--- src/rtl/lcd_ctrl.sv ---
// HD44780-style character LCD bus controller: turns command/data requests from the
// core LCD register into timed RS/DATA/EN transactions, with an optional power-up init.
module lcd_ctrl #(
  parameter int T_PWRUP = 750000,
  parameter int T_SETUP = 4,
  parameter int T_PW    = 12,
  parameter int T_HOLD  = 2,
  parameter int T_EXEC  = 2000,
  parameter int T_CLR   = 80000,
  parameter bit INIT_EN = 1'b1
) (
  input  logic        clk,
  input  logic        rst,
  input  logic [31:0] lcd_reg,
  output logic        lcd_on,
  output logic        lcd_en,
  output logic        lcd_rs,
  output logic        lcd_rw,
  output logic [7:0]  lcd_data,
  output logic        busy,
  output logic        overrun
);

  function automatic int max_of(input int a, input int b);
    return (a > b) ? a : b;
  endfunction

  localparam int T_MAX = max_of(max_of(max_of(T_PWRUP, T_SETUP), max_of(T_PW, T_HOLD)),
                                max_of(T_EXEC, T_CLR));
  localparam int CNT_W = $clog2(T_MAX) + 1;

  typedef enum logic [2:0] {PWR_WAIT, IDLE, SETUP, PULSE, HOLD, EXEC} state_t;

  state_t           state, state_nxt;
  logic [CNT_W-1:0] cnt, cnt_last;
  logic             go_q, req, done, is_clr;
  logic             pending, pend_rs;
  logic [7:0]       pend_data;
  logic             in_init;
  logic [1:0]       init_idx, init_sel;
  logic             load_new, load_pend, load_init;
  logic             capture, drop;
  logic             unused_bits;

  function automatic logic [7:0] init_byte(input logic [1:0] idx);
    logic [7:0] b;
    case (idx)
      2'd0:    b = 8'h38;
      2'd1:    b = 8'h0C;
      2'd2:    b = 8'h01;
      default: b = 8'h06;
    endcase
    return b;
  endfunction

  assign unused_bits = ^{lcd_reg[30:11], lcd_reg[8]};

  assign req     = lcd_reg[10] & ~go_q;
  assign is_clr  = ~lcd_rs & ((lcd_data == 8'h01) | (lcd_data == 8'h02));
  assign done    = (cnt == cnt_last);
  assign busy    = (state != IDLE) | pending;
  assign lcd_rw  = 1'b0;

  // A request goes straight to the bus only from IDLE with nothing queued.
  assign capture = req & ~pending & ~(state == IDLE);
  assign drop    = req & pending;

  always_comb begin
    cnt_last = '0;
    case (state)
      PWR_WAIT: cnt_last = CNT_W'(T_PWRUP - 1);
      SETUP:    cnt_last = CNT_W'(T_SETUP - 1);
      PULSE:    cnt_last = CNT_W'(T_PW - 1);
      HOLD:     cnt_last = CNT_W'(T_HOLD - 1);
      EXEC:     cnt_last = is_clr ? CNT_W'(T_CLR - 1) : CNT_W'(T_EXEC - 1);
      default:  cnt_last = '0;
    endcase
  end

  always_comb begin
    state_nxt = state;
    load_new  = 1'b0;
    load_pend = 1'b0;
    load_init = 1'b0;
    init_sel  = (state == PWR_WAIT) ? 2'd0 : init_idx + 2'd1;
    case (state)
      PWR_WAIT: if (done) begin
        state_nxt = INIT_EN ? SETUP : IDLE;
        load_init = INIT_EN;
      end
      IDLE: begin
        if (pending) begin
          load_pend = 1'b1;
          state_nxt = SETUP;
        end else if (req) begin
          load_new  = 1'b1;
          state_nxt = SETUP;
        end
      end
      SETUP: if (done) state_nxt = PULSE;
      PULSE: if (done) state_nxt = HOLD;
      HOLD:  if (done) state_nxt = EXEC;
      EXEC: if (done) begin
        // Init bytes own the bus until the last one; queued requests wait for IDLE.
        if (in_init) begin
          if (init_idx == 2'd3) begin
            state_nxt = IDLE;
          end else begin
            state_nxt = SETUP;
            load_init = 1'b1;
          end
        end else if (pending) begin
          load_pend = 1'b1;
          state_nxt = SETUP;
        end else begin
          state_nxt = IDLE;
        end
      end
      default: state_nxt = PWR_WAIT;
    endcase
  end

  always_ff @(posedge clk or negedge rst) begin
    if (!rst) begin
      state    <= PWR_WAIT;
      cnt      <= '0;
      go_q     <= 1'b0;
      pending  <= 1'b0;
      overrun  <= 1'b0;
      in_init  <= 1'b0;
      init_idx <= 2'd0;
      lcd_on   <= 1'b0;
      lcd_en   <= 1'b0;
    end else begin
      state  <= state_nxt;
      cnt    <= ((state_nxt != state) || (state == IDLE)) ? '0 : cnt + 1'b1;
      go_q   <= lcd_reg[10];
      lcd_on <= lcd_reg[31];
      lcd_en <= (state_nxt == PULSE);
      if (load_pend)
        pending <= 1'b0;
      if (capture)
        pending <= 1'b1;
      if (drop)
        overrun <= 1'b1;
      if (load_init) begin
        in_init  <= 1'b1;
        init_idx <= init_sel;
      end else if ((state == EXEC) && done && in_init) begin
        in_init <= 1'b0;
      end
    end
  end

  // RS/DATA only move on SETUP entry, so they are frozen through PULSE and HOLD.
  always_ff @(posedge clk or negedge rst) begin
    if (!rst) begin
      lcd_rs    <= 1'b0;
      lcd_data  <= 8'h00;
      pend_rs   <= 1'b0;
      pend_data <= 8'h00;
    end else begin
      if (capture) begin
        pend_rs   <= lcd_reg[9];
        pend_data <= lcd_reg[7:0];
      end
      if (load_new) begin
        lcd_rs   <= lcd_reg[9];
        lcd_data <= lcd_reg[7:0];
      end else if (load_pend) begin
        lcd_rs   <= pend_rs;
        lcd_data <= pend_data;
      end else if (load_init) begin
        lcd_rs   <= 1'b0;
        lcd_data <= init_byte(init_sel);
      end
    end
  end

endmodule

--- config.mk ---
export PLATFORM = sky130hd
export DESIGN_NAME = lcd_ctrl
export DESIGN_NICKNAME = d
export VERILOG_FILES = /design/src/rtl/lcd_ctrl.sv
export SDC_FILE = /design/constraint.sdc
export NUM_CORES = 1
export LEC_CHECK = 0
export ABC_AREA = 0
export CORE_MARGIN = 5
export CORE_UTILIZATION = 53
export DETAILED_ROUTE_END_ITERATION = 10
export HOLD_SLACK_MARGIN = 0.05
export PLACE_DENSITY = 0.91
export SETUP_SLACK_MARGIN = 0.4
export SLEW_MARGIN = 40
export SYNTH_ARGS = -nofsm -noshare
export SYNTH_HDL_FRONTEND = slang
export SYNTH_SLANG_ARGS = --single-unit
--- constraint.sdc ---
create_clock -name clk -period 3.17 [get_ports clk]
set_input_delay 0.317 -clock clk [delete_from_list [all_inputs] [get_ports clk]]
set_output_delay 0.317 -clock clk [all_outputs]
set_load 0.02 [all_outputs]
==> flow_summary_export.csv <==
group,metric,value,unit
clock_tree,numCtsBuffers,5,
power_and_ir_drop,report.power.total,1.11,mW
clock_tree,clk_latency,0.31,ns
synth,syn_nets,321,
global_routing,overflow,0,
floorplanning,fp-row-count,26,
flow_run,max_cap_viol_count,0,
synth,syn-cell-area,2710,um2
synth,avgSynthCellArea,9.50,um2
synth,ys_seq_area_share,46.2,%
drt,vias,2192,
clock_tree,cts_tree,"done",
drt,ant_nets,0,
synth,synth_top_area_cell,"dfrtp_1",
floorplanning,start_util,53.7,%
critical_path,crit_required,3.36,ns
global_routing,grt_max_degree,51,
synth,synthArstFlopShare,100,%
critical_path,critical_path.cell_chain,"or4b_1 -> a31oi_1 -> a21oi_1 -> nor4_4 -> nand4_4 -> o21a_2 -> a222oi_1 -> inv_1",
timing,finalMaxSlewViolations,0,
global_routing,grt_pass1_wl,9940,um
finish,nets,345,
clock_tree,clk_path_buf_depth,2,
hold_path,hold_depth,1,
hold_path,min_from,"lcd_reg[31]",
timing,rsz0062_at_grt,"true",
synth,synth.distinct_cells,48,
synth,yosys_warnings,0,
place,post-dp-hpwl,3990,um
critical_path,r2r_slack,0.50,ns
hold_path,hold_class,"input port to flip-flop",
critical_path,cp-start-kind,"flip-flop",
run_status,status,"complete, no violations",
floorplanning,fp.dieW,81.5,um
global_routing,grt_antenna_before_repair,0,
clock_tree,cts.htree.levels,2,
global_routing,grt_pass1_vias,2161,
place,gp_congestion,0.887,
finish,drive_gt1_share,11.3,%
timing,fin_crit,2.67,ns
timing,clock-skew-final,0.00630,ns
critical_path,rr_worst_depth,8,
timing,hold_viol,0,
floorplanning,dieArea,6640,um2
synth,netlist_instances,285,
timing,fin_crit_sh,84.2,%
clock_tree,cts-root-buf,"clkbuf_8",
power_and_ir_drop,leakagePower,1.38,nW
critical_path,crit_path_max_incr_delay,0.52,ns
finish,n_antenna_cell,0,
critical_path,r2r_start,"cnt[2]",
critical_path,crit_path_end_kind,"flip-flop",
hold_path,whs_endpoint,"lcd_on",
synth,ys.flop_type,"dfrtp_1",
drt,viasPerCell,5.77,
timing,fmax,375,MHz
synth,synth_top_area_share,46.2,%
place,placed_cells,371,
power_and_ir_drop,powerDensity,353,nW/um2
critical_path,r2r-end,"lcd_rs",
synth,synth_edf_count,0,
timing,report.final.setup_viol,0,
global_routing,track_usage,19.3,%
drt,post_drt_wl_per_cell,15.1,um
critical_path,cp.arrival,2.86,ns
synth,yosys.cell_count.top_type,"dfrtp_1",
drt,drtIter0Drc,164,
drt,drc,0,
floorplanning,core-area,5040,um2
finish,area_growth,16.1,%
critical_path,path_class,"flip-flop to flip-flop",
drt,wl,5740,um
timing,tightest_slew,0.623,ns
floorplanning,die_h,81.5,um
clock_tree,clk_pin_slew,0.09,ns
synth,synth.top_cells.by_area,"dfrtp_1, nor2_1, xor2_1",
timing,finalSetupTns,0,ns
floorplanning,ios,48,
clock_tree,cts.sinks,50,
timing,slew_headroom,58.5,%
synth,synth_seq_cells,50,
synth,synth_commonest_cells,"dfrtp_1, nor2_1, nand2_1",
critical_path,worst-path-max-fanout,7,
critical_path,critPathSlowestCell,"or4b_1",
power_and_ir_drop,vdd.ir_drop.worst,0.319,mV
drt,drt_first_pass_iters,4,
finish,final_cell_count_no_fill,380,
place,port_buffers,25,
-- worst max-delay path by stage --
| stage | cells past startpoint | endpoint | from | slack [ns] |
|---|---|---|---|---|
| detailed placement | 8 | lcd_rs | lcd_data[3] | 0.40 |
| floorplan | 8 | lcd_data[6] | lcd_data[3] | 0.75 |
| global route | 8 | lcd_data[5] | lcd_data[3] | 0.37 |
| global placement | 8 | lcd_data[5] | lcd_data[7] | 0.48 |
| finish | 8 | lcd_rs | cnt[2] | 0.50 |
| CTS | 8 | lcd_rs | state[0] | 0.43 |
-- placed cells by master, fill, tap and decap left out, types with 2 or more instances in the layout --
cell | synthesis | layout
nand4_1 | 7 | 7
nand2_1 | 22 | 22
o21ai_2 | 2 | 2
a31oi_1 | 3 | 3
a222oi_1 | 3 | 3
a21o_1 | 2 | 2
a211oi_1 | 2 | 2
nor2_1 | 39 | 39
nand3_1 | 11 | 11
nor2b_1 | 5 | 5
dfrtp_1 | 50 | 48
o211ai_1 | 4 | 4
clkdlybuf4s50_1 | 0 | 24
and3_1 | 5 | 5
o21ai_0 | 9 | 9
or3_1 | 4 | 4
mux2i_1 | 2 | 2
and2_1 | 4 | 4
ha_1 | 2 | 2
dfrtp_2 | 0 | 2
o22ai_1 | 4 | 4
xor2_1 | 14 | 14
nor4_4 | 1 | 2
nand3b_1 | 2 | 2
a22oi_1 | 3 | 3
clkbuf_8 | 0 | 6
a21oi_1 | 8 | 7
nor3_1 | 8 | 8
mux2_2 | 10 | 10
buf_4 | 2 | 6
nand2b_1 | 4 | 4
nor4_1 | 4 | 3
o31ai_1 | 2 | 2
inv_1 | 10 | 10
xnor2_1 | 10 | 10
-- state kept, by name, summed over array words and instances (netlist names) --
register   count
state          3
init_idx       2
in_init        1
pend_rs        1
lcd_en         1
lcd_on         1
pending        1
pend_data      8
overrun        1
lcd_rs         1
go_q           1
lcd_data       8
cnt           21
-- repair_timing --
action / CTS / global route
buffers inserted: 0 / 0
resized for setup: 1 / 5
hold endpoints to repair: 50 / 0
endpoints found under the setup margin: 3 / 11
hold buffers: 1 / 0
-- per-layer routing --
| layer | share of wire [%] | track usage [%] |
|---|---|---|
| met2 | 50 | 31.5 |
| met5 | 0 | 0 |
| met1 | 44 | 25.0 |
| met3 | 5.2 | 4.28 |
| met4 | 1.5 | 7.60 |
-- cells by family after synthesis --
family                     count (synthesis)  share of synthesized area [%]
AOI/OAI and AO/OA                         49                           12.4
xor gates and xnor gates                  24                           7.76
adders and majority gates                  2                          0.924
buffers and inverters                     24                           3.88
DFF                                       50                           46.2
muxes                                     12                           4.90
other                                      1                          0.138
and+or+nand+nor                          123                           23.8
-- power by group --
part	internal [mW]	total (mW)	switching, mW
Sequential	0.648	0.656	0.00885
Clock	0.180	0.396	0.216
Combinational	0.0292	0.0583	0.0291
Total	0.857	1.11	0.254
-- critical path: cells and delay by family, from the launching register on --
| kind | cells | cell delay [ns] |
|---|---|---|
| AND/OR/NAND/NOR | 3 | 1.07 |
| flip-flops | 1 | 0.47 |
| buffers and inverters | 1 | 0.09 |
| AO/OA/AOI/OAI | 4 | 0.93 |
-- layout make-up --
type	instances	area, um2
well taps	70	87.6
repair buffers	31	295
inverters	10	37.5
clock buffers	6	82.6
clock inverters	2	16.3
multi-input cells	211	1370
flip-flops and latches	50	1250
fillers	398	1900
-- stage by stage --
stage	instance area (um2)	hold WS (ns)	utilization [%]	setup WS, ns
after floorplan	2710	0.0214	-	0.754
after global placement	3010	0.444	59.7	0.484
after detailed placement	3010	0.376	59.8	0.402
after CTS	3130	0.446	62.0	0.433
after global routing	3140	0.461	62.4	0.372
final	3140	0.444	62.4	0.500
Power figures use the tool's default switching activity.
